--- src/rtl/stim_pkg.sv ---
// Shared types and constants for the voting stimulation controller.
// Holds the FSM encoding and the default per-feature detection thresholds.
package stim_pkg;

    typedef enum logic [1:0] {
        ST_IDLE    = 2'd0,
        ST_STIM    = 2'd1,
        ST_REFRACT = 2'd2,
        ST_UNUSED  = 2'd3
    } stim_state_t;

    // Defaults for line length, power spectrum and nonlinear energy channels
    localparam longint TH_LL_DEFAULT = 3000;
    localparam longint TH_PS_DEFAULT = 10000000;
    localparam longint TH_NE_DEFAULT = 250000;

    function automatic int max_int(input int a, input int b);
        return (a > b) ? a : b;
    endfunction

endpackage

--- src/rtl/vote_stim_controller_if.sv ---
// Feature/threshold inputs and decision outputs of the voting stimulation controller.
interface vote_stim_controller_if #(
    parameter int N_CH = 3,
    parameter int DW   = 40
);
    import stim_pkg::*;

    localparam int CW = $clog2(N_CH + 1);

    logic                en;
    logic [N_CH*DW-1:0]  din;
    logic [N_CH-1:0]     data_ready;
    logic [N_CH*DW-1:0]  th;
    logic [CW-1:0]       count;
    logic                win_valid;
    logic                win_drop;
    logic                stimulation;
    stim_state_t         state;

    modport master (
        output en, din, data_ready, th,
        input  count, win_valid, win_drop, stimulation, state
    );

    modport slave (
        input  en, din, data_ready, th,
        output count, win_valid, win_drop, stimulation, state
    );

endinterface

--- src/rtl/stim_timer.sv ---
// Down-counter pacing the STIM and REFRACT phases; done is high while the count is zero.
module stim_timer #(
    parameter int W = 8
) (
    input  logic         clk,
    input  logic         rst,
    input  logic         clear,
    input  logic         load,
    input  logic [W-1:0] load_val,
    input  logic         count,
    output logic         done
);
    logic [W-1:0] remaining;

    always_ff @(posedge clk or posedge rst) begin
        if (rst) begin
            remaining <= '0;
        end else if (clear) begin
            remaining <= '0;
        end else if (load) begin
            remaining <= load_val;
        end else if (count && remaining != '0) begin
            remaining <= remaining - W'(1);
        end
    end

    assign done = (remaining == '0);

endmodule

--- src/rtl/vote_stim_controller.sv ---
// Collects one sample per feature channel, votes K-of-N against thresholds, and
// requests a fixed-length stimulation after PERSIST consecutive positive windows.
module vote_stim_controller
    import stim_pkg::*;
#(
    parameter int N_CH        = 3,
    parameter int DW          = 40,
    parameter int K_VOTE      = 2,
    parameter int PERSIST     = 2,
    parameter int STIM_LEN    = 1000,
    parameter int REFRACT_LEN = 5000,
    parameter int TIMEOUT     = 4096
) (
    input  logic clk,
    input  logic rst,
    vote_stim_controller_if.slave bus
);
    localparam int CW  = $clog2(N_CH + 1);
    localparam int TW  = $clog2(max_int(STIM_LEN, REFRACT_LEN) + 1);
    localparam int TOW = $clog2(TIMEOUT);
    localparam int PW  = $clog2(PERSIST + 1);

    logic signed [DW-1:0] sample [N_CH];
    logic [N_CH-1:0]      flags, flags_d;
    logic [TOW-1:0]       to_cnt, to_cnt_d;
    logic [PW-1:0]        pers, pers_d;
    logic [CW-1:0]        count_q, over_cnt;
    logic                 win_valid_q, win_drop_q, stim_q;
    logic                 all_set, any_set, expire, vote;
    stim_state_t          state_q, state_d;
    logic                 timer_clear, timer_load, timer_done;
    logic [TW-1:0]        timer_val;

    assign all_set = &flags;
    assign any_set = |flags;
    assign expire  = any_set && !all_set && (to_cnt == TOW'(TIMEOUT - 2));

    always_comb begin
        over_cnt = '0;
        for (int i = 0; i < N_CH; i++) begin
            if (sample[i] >= $signed(bus.th[i*DW +: DW])) begin
                over_cnt = over_cnt + CW'(1);
            end
        end
    end

    assign vote = (over_cnt >= CW'(K_VOTE));

    // A strobe on the evaluation or drop edge opens the next window
    always_comb begin
        flags_d  = (all_set || expire) ? '0 : flags;
        flags_d  = flags_d | bus.data_ready;
        to_cnt_d = '0;
        if (any_set && !all_set && !expire) begin
            to_cnt_d = to_cnt + TOW'(1);
        end
        if (!bus.en) begin
            flags_d  = '0;
            to_cnt_d = '0;
        end
    end

    always_comb begin
        pers_d = pers;
        if (!bus.en || state_q != ST_IDLE || pers == PW'(PERSIST) || expire) begin
            pers_d = '0;
        end else if (all_set) begin
            pers_d = vote ? pers + PW'(1) : '0;
        end
    end

    always_comb begin
        state_d     = state_q;
        timer_load  = 1'b0;
        timer_val   = '0;
        timer_clear = 1'b0;
        case (state_q)
            ST_IDLE: begin
                if (pers == PW'(PERSIST)) begin
                    state_d    = ST_STIM;
                    timer_load = 1'b1;
                    timer_val  = TW'(STIM_LEN - 1);
                end
            end
            ST_STIM: begin
                if (timer_done) begin
                    state_d    = ST_REFRACT;
                    timer_load = 1'b1;
                    timer_val  = TW'(REFRACT_LEN - 1);
                end
            end
            ST_REFRACT: begin
                if (timer_done) begin
                    state_d = ST_IDLE;
                end
            end
            default: state_d = ST_IDLE;
        endcase
        if (!bus.en) begin
            state_d     = ST_IDLE;
            timer_load  = 1'b0;
            timer_clear = 1'b1;
        end
    end

    always_ff @(posedge clk or posedge rst) begin
        if (rst) begin
            for (int i = 0; i < N_CH; i++) begin
                sample[i] <= '0;
            end
        end else begin
            for (int i = 0; i < N_CH; i++) begin
                if (bus.data_ready[i]) begin
                    sample[i] <= bus.din[i*DW +: DW];
                end
            end
        end
    end

    always_ff @(posedge clk or posedge rst) begin
        if (rst) begin
            flags       <= '0;
            to_cnt      <= '0;
            pers        <= '0;
            count_q     <= '0;
            win_valid_q <= 1'b0;
            win_drop_q  <= 1'b0;
            stim_q      <= 1'b0;
            state_q     <= ST_IDLE;
        end else begin
            flags       <= flags_d;
            to_cnt      <= to_cnt_d;
            pers        <= pers_d;
            win_valid_q <= bus.en && all_set;
            win_drop_q  <= bus.en && expire;
            stim_q      <= (state_d == ST_STIM);
            state_q     <= state_d;
            if (bus.en && all_set) begin
                count_q <= over_cnt;
            end
        end
    end

    stim_timer #(.W(TW)) u_timer (
        .clk      (clk),
        .rst      (rst),
        .clear    (timer_clear),
        .load     (timer_load),
        .load_val (timer_val),
        .count    (state_q == ST_STIM || state_q == ST_REFRACT),
        .done     (timer_done)
    );

    assign bus.count       = count_q;
    assign bus.win_valid   = win_valid_q;
    assign bus.win_drop    = win_drop_q;
    assign bus.stimulation = stim_q;
    assign bus.state       = state_q;

endmodule

--- src/flat_wrapper.sv ---
// flat-port wrapper written by rule: the top's interface ports become plain ports
module vote_stim_controller_flat import stim_pkg::*;
#(
    parameter int N_CH        = 3,
    parameter int DW          = 40,
    parameter int K_VOTE      = 2,
    parameter int PERSIST     = 2,
    parameter int STIM_LEN    = 1000,
    parameter int REFRACT_LEN = 5000,
    parameter int TIMEOUT     = 4096
)
  (clk, rst, bus_en, bus_din, bus_data_ready, bus_th, bus_count, bus_win_valid, bus_win_drop, bus_stimulation, bus_state);
  vote_stim_controller_if #(.N_CH(N_CH), .DW(DW)) bus_i ();
  input  logic clk;
  input  logic rst;
  input wire logic [$bits(bus_i.en)-1:0] bus_en;
  input wire logic [$bits(bus_i.din)-1:0] bus_din;
  input wire logic [$bits(bus_i.data_ready)-1:0] bus_data_ready;
  input wire logic [$bits(bus_i.th)-1:0] bus_th;
  output wire logic [$bits(bus_i.count)-1:0] bus_count;
  output wire logic [$bits(bus_i.win_valid)-1:0] bus_win_valid;
  output wire logic [$bits(bus_i.win_drop)-1:0] bus_win_drop;
  output wire logic [$bits(bus_i.stimulation)-1:0] bus_stimulation;
  output wire logic [$bits(bus_i.state)-1:0] bus_state;
  assign bus_i.en = bus_en;
  assign bus_i.din = bus_din;
  assign bus_i.data_ready = bus_data_ready;
  assign bus_i.th = bus_th;
  assign bus_count = bus_i.count;
  assign bus_win_valid = bus_i.win_valid;
  assign bus_win_drop = bus_i.win_drop;
  assign bus_stimulation = bus_i.stimulation;
  assign bus_state = bus_i.state;
  vote_stim_controller #(.N_CH(N_CH), .DW(DW), .K_VOTE(K_VOTE), .PERSIST(PERSIST), .STIM_LEN(STIM_LEN), .REFRACT_LEN(REFRACT_LEN), .TIMEOUT(TIMEOUT)) u_core (.clk(clk), .rst(rst), .bus(bus_i));
endmodule
--- config.mk ---
export PLATFORM = sky130hd
export DESIGN_NAME = vote_stim_controller_flat
export DESIGN_NICKNAME = d
export VERILOG_FILES = /design/src/rtl/stim_pkg.sv /design/src/rtl/vote_stim_controller_if.sv /design/src/rtl/stim_timer.sv /design/src/rtl/vote_stim_controller.sv /design/src/flat_wrapper.sv
export SDC_FILE = /design/constraint.sdc
export NUM_CORES = 1
export LEC_CHECK = 0
export BUFFER_PORTS_ARGS = -buffer_cell sky130_fd_sc_hd__buf_2
export CAP_MARGIN = 20
export CELL_PAD_IN_SITES_DETAIL_PLACEMENT = 0
export CELL_PAD_IN_SITES_GLOBAL_PLACEMENT = 1
export CORE_UTILIZATION = 41
export DETAILED_ROUTE_END_ITERATION = 8
export GPL_ROUTABILITY_DRIVEN = 0
export PLACE_DENSITY = 0.92
export SYNTH_ARGS = -nofsm -noshare
export SYNTH_HDL_FRONTEND = slang
export SYNTH_SLANG_ARGS = --single-unit
--- constraint.sdc ---
create_clock -name clk -period 5.98 [get_ports clk]
set_input_delay 1.196 -clock clk [delete_from_list [all_inputs] [get_ports clk]]
set_output_delay 1.196 -clock clk [all_outputs]
set_load 0.05 [all_outputs]
==> results of run 1 <==
==> flip-flops by register name, summed over array words and instances (netlist names) <==
signal                    count
u_core.sample               120
u_core.u_timer.remaining     13
u_core.to_cnt                12
u_core.flags                  3
u_core.bus.count              2
u_core.bus.state              2
u_core.pers                   2
u_core.bus.stimulation        1
u_core.bus.win_drop           1
u_core.bus.win_valid          1
==> worst max-delay path, stage by stage <==
cell,delay [ns]
buf_2,0.07
inv_1,0.04
ha_1,0.33
nand4_1,0.21
nor4_1,0.54
nand3_1,0.13
a21oi_1,0.14
nor3_1,0.08
xor2_1,0.17
or2_2,0.31
fa_1,0.40
and3_1,0.18
a21oi_1,0.11
nor2_1,0.05
==> worst max-delay path by stage <==
stage                     endpoint  depth (start not counted)   startpoint
6_report            u_core.pers[0]                         14  bus_th[119]
5_1_grt             u_core.pers[0]                         14  bus_th[119]
4_1_cts             u_core.pers[0]                         14  bus_th[119]
3_5_place_dp        u_core.pers[0]                         14  bus_th[119]
3_3_place_gp        u_core.pers[0]                         14  bus_th[119]
2_1_floorplan  u_core.bus.count[0]                          1          rst
==> metal layers <==
layer	track usage, %	wire length [µm]
met2	32.29	10150
met4	6.381	460
met5	0	0
met1	22.16	9204
met3	4.510	1130
==> layout make-up <==
cell class / count / area, µm² / area share [%]
Multi-Input combinational cell: 572 / 4908 / 42.22
Sequential cell: 157 / 3929 / 33.80
Timing Repair Buffer: 254 / 1276 / 10.98
Inverter: 135 / 511.7 / 4.402
Clock buffer: 18 / 439.2 / 3.778
Tap cell: 285 / 356.6 / 3.067
Clock inverter: 14 / 196.4 / 1.690
Antenna cell: 3 / 7.507 / 0.06458
==> layout by cell type (no fill, tap or decap), types with 4 or more instances in the layout <==
cell       count
dfrtp_1      157
xor2_1         9
ha_1         130
nor4_1         8
a21oi_1       44
nor2b_1       13
inv_1        134
a21o_1        26
xnor2_1       11
nand2_1       27
and4_1         4
a21boi_0       4
clkbuf_16     17
nand3_1       15
inv_6          6
nor2_1        42
nand4_1       31
nor3_1        10
mux2_2       119
buf_2        252
a31oi_1        5
o21ai_0       26
==> power by group through the flow <==
| stage | Combinational (mW) | Clock, mW | Sequential (mW) |
|---|---|---|---|
| 3_3_place_gp | 0.535 | 0 | 1.22 |
| 5_1_grt | 0.626 | 1.25 | 1.22 |
| 2_1_floorplan | 0.352 | 0 | 1.23 |
| 3_5_place_dp | 0.551 | 0 | 1.23 |
| 6_report | 0.545 | 1.16 | 1.21 |
| 4_1_cts | 0.555 | 1.20 | 1.21 |
==> logic make-up (layout without fill, tap and decap cells) <==
family	after synthesis	after routing	synth area share (%)
AND/OR/NAND/NOR	169	169	9.475
flip-flops	157	157	41.67
other	0	3	0
adder cells (fa/ha/maj)	131	131	17.46
AO/OA/AOI/OAI	131	131	8.838
multiplexers	121	121	14.42
XOR/XNOR	20	20	1.858
buffers and inverters	155	421	6.277
==> metrics by stage <==
step | power [mW] | cells
floorplan | 1.582 | 884
global placement | 1.757 | 1403
detailed placement | 1.778 | 1403
CTS | 2.960 | 1435
global route | 3.089 | 1438
finish | 2.915 | 1438
==> metrics.csv, run 1 <==
metric;value;unit
cts_tree;built;
place_ws;1.874;ns
synth_most_common_cell;dfrtp_1;
cts_buffers;17;
critical_path.max_fanout;5;
grt_start_max_net_pins;89;
io_pins;253;
whs_path_depth;1;
drcViolationCount;0;
num_vias;7099;
synthFlopType;dfrtp_1;
avgViaCountPerCell;4.937;
syn-instance-count;884;
h-tree-depth;4;
dieWidth;153.7;µm
drive_gt1_share;35.74;%
clk_pin_slew;0.06;ns
clockBufferDepth;2;
power.share.switching;27.55;%
skew;0.01038;ns
cap_violations;0;
powerDensity;250.8;nW/µm²
post-route-period-util;61.38;%
clkLatencyLatePin;0.42;ns
p_int;2.112;mW
syn_avg_cell_area;10.67;µm²
startpoint_type;input pin;
period_needed;3.670;ns
rows;55;
synth_seq_area_share;41.67;%
power.switching;803.2;µW
rr_endpoint;u_core.pers[0];
cts_setup_buffers;0;
yosysTopAreaCell;dfrtp_1;
reg2regPathDepth;12;
start_util;41.77;%
setup_viol;0;
die-area;23610;µm²
vdd_drop_max;0.0001820;V
ctsResizeCount;0;
finalNetCount;1514;
hold_end;u_core.sample[42];
synth_top_area_share;41.67;%
worst-endpoint-arrival;3.95;ns
die_h;153.7;µm
worstMarginPinSlew;1.004;ns
dpl.hpwl;16510;µm
syn_nets;1261;
setup_tns;0;ns
worstHoldStart;u_core.sample[42];
core;22570;µm²
synth_edf_count;0;
wirelength;20950;µm
slew_headroom;33.05;%
netlist_area;9429;µm²
ys_top_cells_by_count;dfrtp_1 (157), inv_1 (135), ha_1 (130);
hold_class;flip-flop to flip-flop;
area_growth;23.29;%
finalHoldViolCount;0;
synth.distinct_cells;54;
stdcell_area;11620;µm²
portBuffers;252;
drtAntennaViolNets;0;
grt_pass1_vias;7371;
num-fill-cells;2093;
dpl_cell_area;10980;µm²
pwr-share-seq;41.4;%
clock-sinks;157;
p_clk_share;39.9;%
ctsHoldBuffers;0;
rsz0062_at_grt;no;
dr.pass1.iters;4;
yosys_warnings;0;
drtIter0Drc;264;
cp-end-kind;flip-flop;
grt_overflow;0;
async_flop_share;100.0;%
track_usage;18.50;%
crit_type;input pin to flip-flop;
status;completed;
pwr-share-comb;18.7;%
antenna_found_initial;4;
worstPathRequired;6.26;ns
max_freq;272.5;MHz
r2r_setup_slack;2.83;ns
clock-root-buffer;clkbuf_16;
ys_ff_latch;157;
fin_util;51.50;%
ys_top_cells_by_area;dfrtp_1 (42%), ha_1 (17%), mux2_2 (14%);
p_leak;6.152;nW
slew_violations;0;
grt_pass1_wl;34650;µm
post_drt_wl_per_cell;14.57;µm
holdWs;0.5123;ns
setup_ws;2.310;ns
reg2reg_from;u_core.sample[39];
(Power assumes the default switching activity.)
==> inputs of run 2 (changes only) <==
--- a/config.mk
+++ b/config.mk
@@ -5,14 +5,15 @@
 export SDC_FILE = /design/constraint.sdc
 export NUM_CORES = 1
 export LEC_CHECK = 0
+export ABC_AREA = 1
 export BUFFER_PORTS_ARGS = -buffer_cell sky130_fd_sc_hd__buf_2
 export CAP_MARGIN = 20
 export CELL_PAD_IN_SITES_DETAIL_PLACEMENT = 0
 export CELL_PAD_IN_SITES_GLOBAL_PLACEMENT = 1
-export CORE_UTILIZATION = 41
+export CORE_UTILIZATION = 39
 export DETAILED_ROUTE_END_ITERATION = 8
 export GPL_ROUTABILITY_DRIVEN = 0
-export PLACE_DENSITY = 0.92
+export PLACE_DENSITY = 0.93
 export SYNTH_ARGS = -nofsm -noshare
 export SYNTH_HDL_FRONTEND = slang
 export SYNTH_SLANG_ARGS = --single-unit
==> constraint.sdc (replaced) <==
create_clock -name clk -period 3.5 [get_ports clk]
set_input_delay 0.7 -clock clk [delete_from_list [all_inputs] [get_ports clk]]
set_output_delay 0.7 -clock clk [all_outputs]
set_load 0.05 [all_outputs]
==> metrics.csv, run 2 <==
metric;value;unit;change
status;completed;;unchanged
track_usage;18.99;%;was 18.50%
ys_top_cells_by_area;dfrtp_1 (40%), nand2_1 (19%), ha_1 (17%);;was dfrtp_1 (42%), ha_1 (17%), mux2_2 (14%)
slew_violations;0;;unchanged
grt_overflow;0;;unchanged
synth-simple-area-share;26.49;%;was 9.475%
hold_class;input pin to async pin;;was flip-flop to flip-flop
synth_compound_area_share;6.670;%;was 8.838%
num_vias;8639;;was 7099
syn-instance-count;1281;;was 884
worstPathRequired;3.79;ns;was 6.26 ns
clk_pin_slew;0.07;ns;was 0.06 ns
rsz0062_at_grt;no;;unchanged
syn_avg_cell_area;7.585;µm²;was 10.67 µm²
worst-endpoint-arrival;3.08;ns;was 3.95 ns
slew_headroom;43.59;%;was 33.05%
num-fill-cells;2431;;was 2093
netlist_area;9717;µm²;was 9429 µm²
startpoint_type;input pin;;unchanged
powerDensity;433.0;nW/µm²;was 250.8 nW/µm²
die_h;159.8;µm;was 153.7 µm
regArea;3929;µm²;unchanged
start_util;39.84;%;was 41.77%
yosys_warnings;0;;unchanged
dieWidth;159.8;µm;was 153.7 µm
clock-sinks;157;;unchanged
critical_path.max_fanout;3;;was 5
power.total;5.188;mW;was 2.915 mW
synth.distinct_cells;35;;was 54
clkLatencyLatePin;0.42;ns;about the same
dpl_cell_area;11380;µm²;was 10980 µm²
syn_nets;1658;;was 1261
avgViaCountPerCell;4.615;;was 4.937
largest_reg_flops;120;;unchanged
period_needed;2.795;ns;
post_drt_wl_per_cell;12.40;µm;was 14.57 µm
drcViolationCount;0;;unchanged
antenna_found_initial;6;;was 4
crit_type;input pin to flip-flop;;unchanged
ys_top_cells_by_count;nand2_1 (497), inv_1 (191), dfrtp_1 (157);;was dfrtp_1 (157), inv_1 (135), ha_1 (130)
cts_setup_buffers;0;;unchanged
reg2reg_from;u_core.sample[79];;was u_core.sample[39]
async_flop_share;100.0;%;unchanged
muxShareOfSynthArea;0;%;was 14.42%
cts_tree;built;;unchanged
io_pins;253;;unchanged
wirelength;23210;µm;was 20950 µm
ctsResizeCount;0;;unchanged
worstMarginPinSlew;0.8452;ns;was 1.004 ns
max_freq;357.8;MHz;
largestRegisters;u_core.sample x120, u_core.u_timer.remaining x13, u_core.to_cnt x12;;unchanged
synth_most_common_cell;nand2_1;;was dfrtp_1
synthFlopType;dfrtp_1;;unchanged
cts_buffers;17;;unchanged
synth-xor-area-share;0.8112;%;was 1.858%
area_growth;23.32;%;was 23.29%
die-area;25550;µm²;was 23610 µm²
cp-end-kind;flip-flop;;unchanged
fin_util;49.13;%;was 51.50%
grt_start_max_net_pins;74;;was 89
ys_ff_latch;157;;unchanged
setup_viol;0;;unchanged
drive_gt1_share;19.74;%;was 35.74%
crit_start;bus_th[79];;was bus_th[119]
cap_violations;0;;unchanged
rows;57;;was 55
synth_seq_area_share;40.43;%;was 41.67%
clockBufferDepth;2;;unchanged
yosysTopAreaCell;dfrtp_1;;unchanged
p_leak;7.071;nW;was 6.152 nW
drtAntennaViolNets;0;;unchanged
grt_pass1_vias;8790;;was 7371
synthAdderAreaFrac;16.95;%;was 17.46%
dpl.hpwl;18100;µm;was 16510 µm
synth_top_area_share;40.43;%;was 41.67%
post-route-period-util;79.86;%;
stdcell_area;11980;µm²;was 11620 µm²
drtIter0Drc;458;;was 264
ctsHoldBuffers;0;;unchanged
multi_input_area;4947;µm²;was 4908 µm²
finalNetCount;1909;;was 1514
core;24390;µm²;was 22570 µm²
clock-root-buffer;clkbuf_16;;unchanged
synth_top_family_by_area;simple AND/OR/NAND/NOR gates;;was adder cells
h-tree-depth;4;;unchanged
setup_tns;0;ns;unchanged
vdd_drop_max;0.0003056;V;was 0.0001820 V
synth_edf_count;0;;unchanged
skew;0.01871;ns;was 0.01038 ns
regMostFlops;u_core.sample;;unchanged
dr.pass1.iters;5;;was 4
grt_pass1_wl;39850;µm;was 34650 µm
final_common_cell;nand2_1;;was buf_2
portBuffers;252;;unchanged
finalHoldViolCount;0;;unchanged
final_cell_mix;nand2_1 (497), buf_2 (252), inv_1 (190);;was buf_2 (252), dfrtp_1 (157), inv_1 (134)
-- run 2: final timing paths --
path / slack, ns / cells past startpoint / end
setup / recovery: 0.70 / 16 / u_core.pers[1]
hold / removal: 0.39 / 2 / u_core.sample[64]
setup reg to reg: 0.72 / 14 / u_core.pers[1]
hold reg to reg: 0.48 / 2 / u_core.sample[115]
max in group asynchronous: 2.28 / 3 / u_core.sample[114]
min in group clk: 0.48 / 3 / u_core.sample[91]
-- run 2: layer usage --
metal,up-vias,track usage [%],wire (µm)
li1,4503,-,-
met1,3921,23.84,10660
met2,195,33.21,11170
met3,16,3.974,1094
met4,4,4.719,270
met5,-,0,18
-- run 2: cells by family after synthesis --
family	Yosys count
DFF	157
buffers and inverters	223
AOI/OAI and AO/OA	122
adders and majority gates	131
xor gates and xnor gates	9
and+or+nand+nor	639
-- run 2: critical path, stage by stage --
cell	delay, ns
buf_2	0.09
inv_1	0.04
ha_1	0.31
nand2_1	0.08
nor2_1	0.14
nand2_1	0.11
nor3_1	0.23
nand3_1	0.12
nor2_1	0.16
nor2_1	0.08
nand3_1	0.07
nand3_1	0.21
fa_1	0.47
a21oi_1	0.12
o21bai_1	0.11
nor2_1	0.06
-- run 2: stage by stage --
step / hold slack [ns] / worst slack (ns) / instances
after CTS: 0.4053 / 0.6163 / 1869
after detailed placement: 0.4633 / 0.2556 / 1837
after floorplan: 0.4459 / 0.7909 / 1281
after global placement: 0.4584 / 0.2690 / 1837
final: 0.3894 / 0.7049 / 1872
after global routing: 0.4391 / 0.4109 / 1872
-- run 2: cell type report --
class / count / area share, %
tap: 324 / 3.383
clock buffer: 19 / 3.696
clock inverter: 13 / 1.284
antenna: 3 / 0.06265
inverter: 195 / 6.161
multi-input combinational: 901 / 41.29
sequential: 157 / 32.79
timing repair buffer: 260 / 11.34
-- run 2: power breakdown --
group | leakage [nW] | switching (mW) | internal (mW)
clock | 0.291 | 0.811 | 1.09
sequential | 1.96 | 0.115 | 1.99
combinational | 4.82 | 0.702 | 0.476
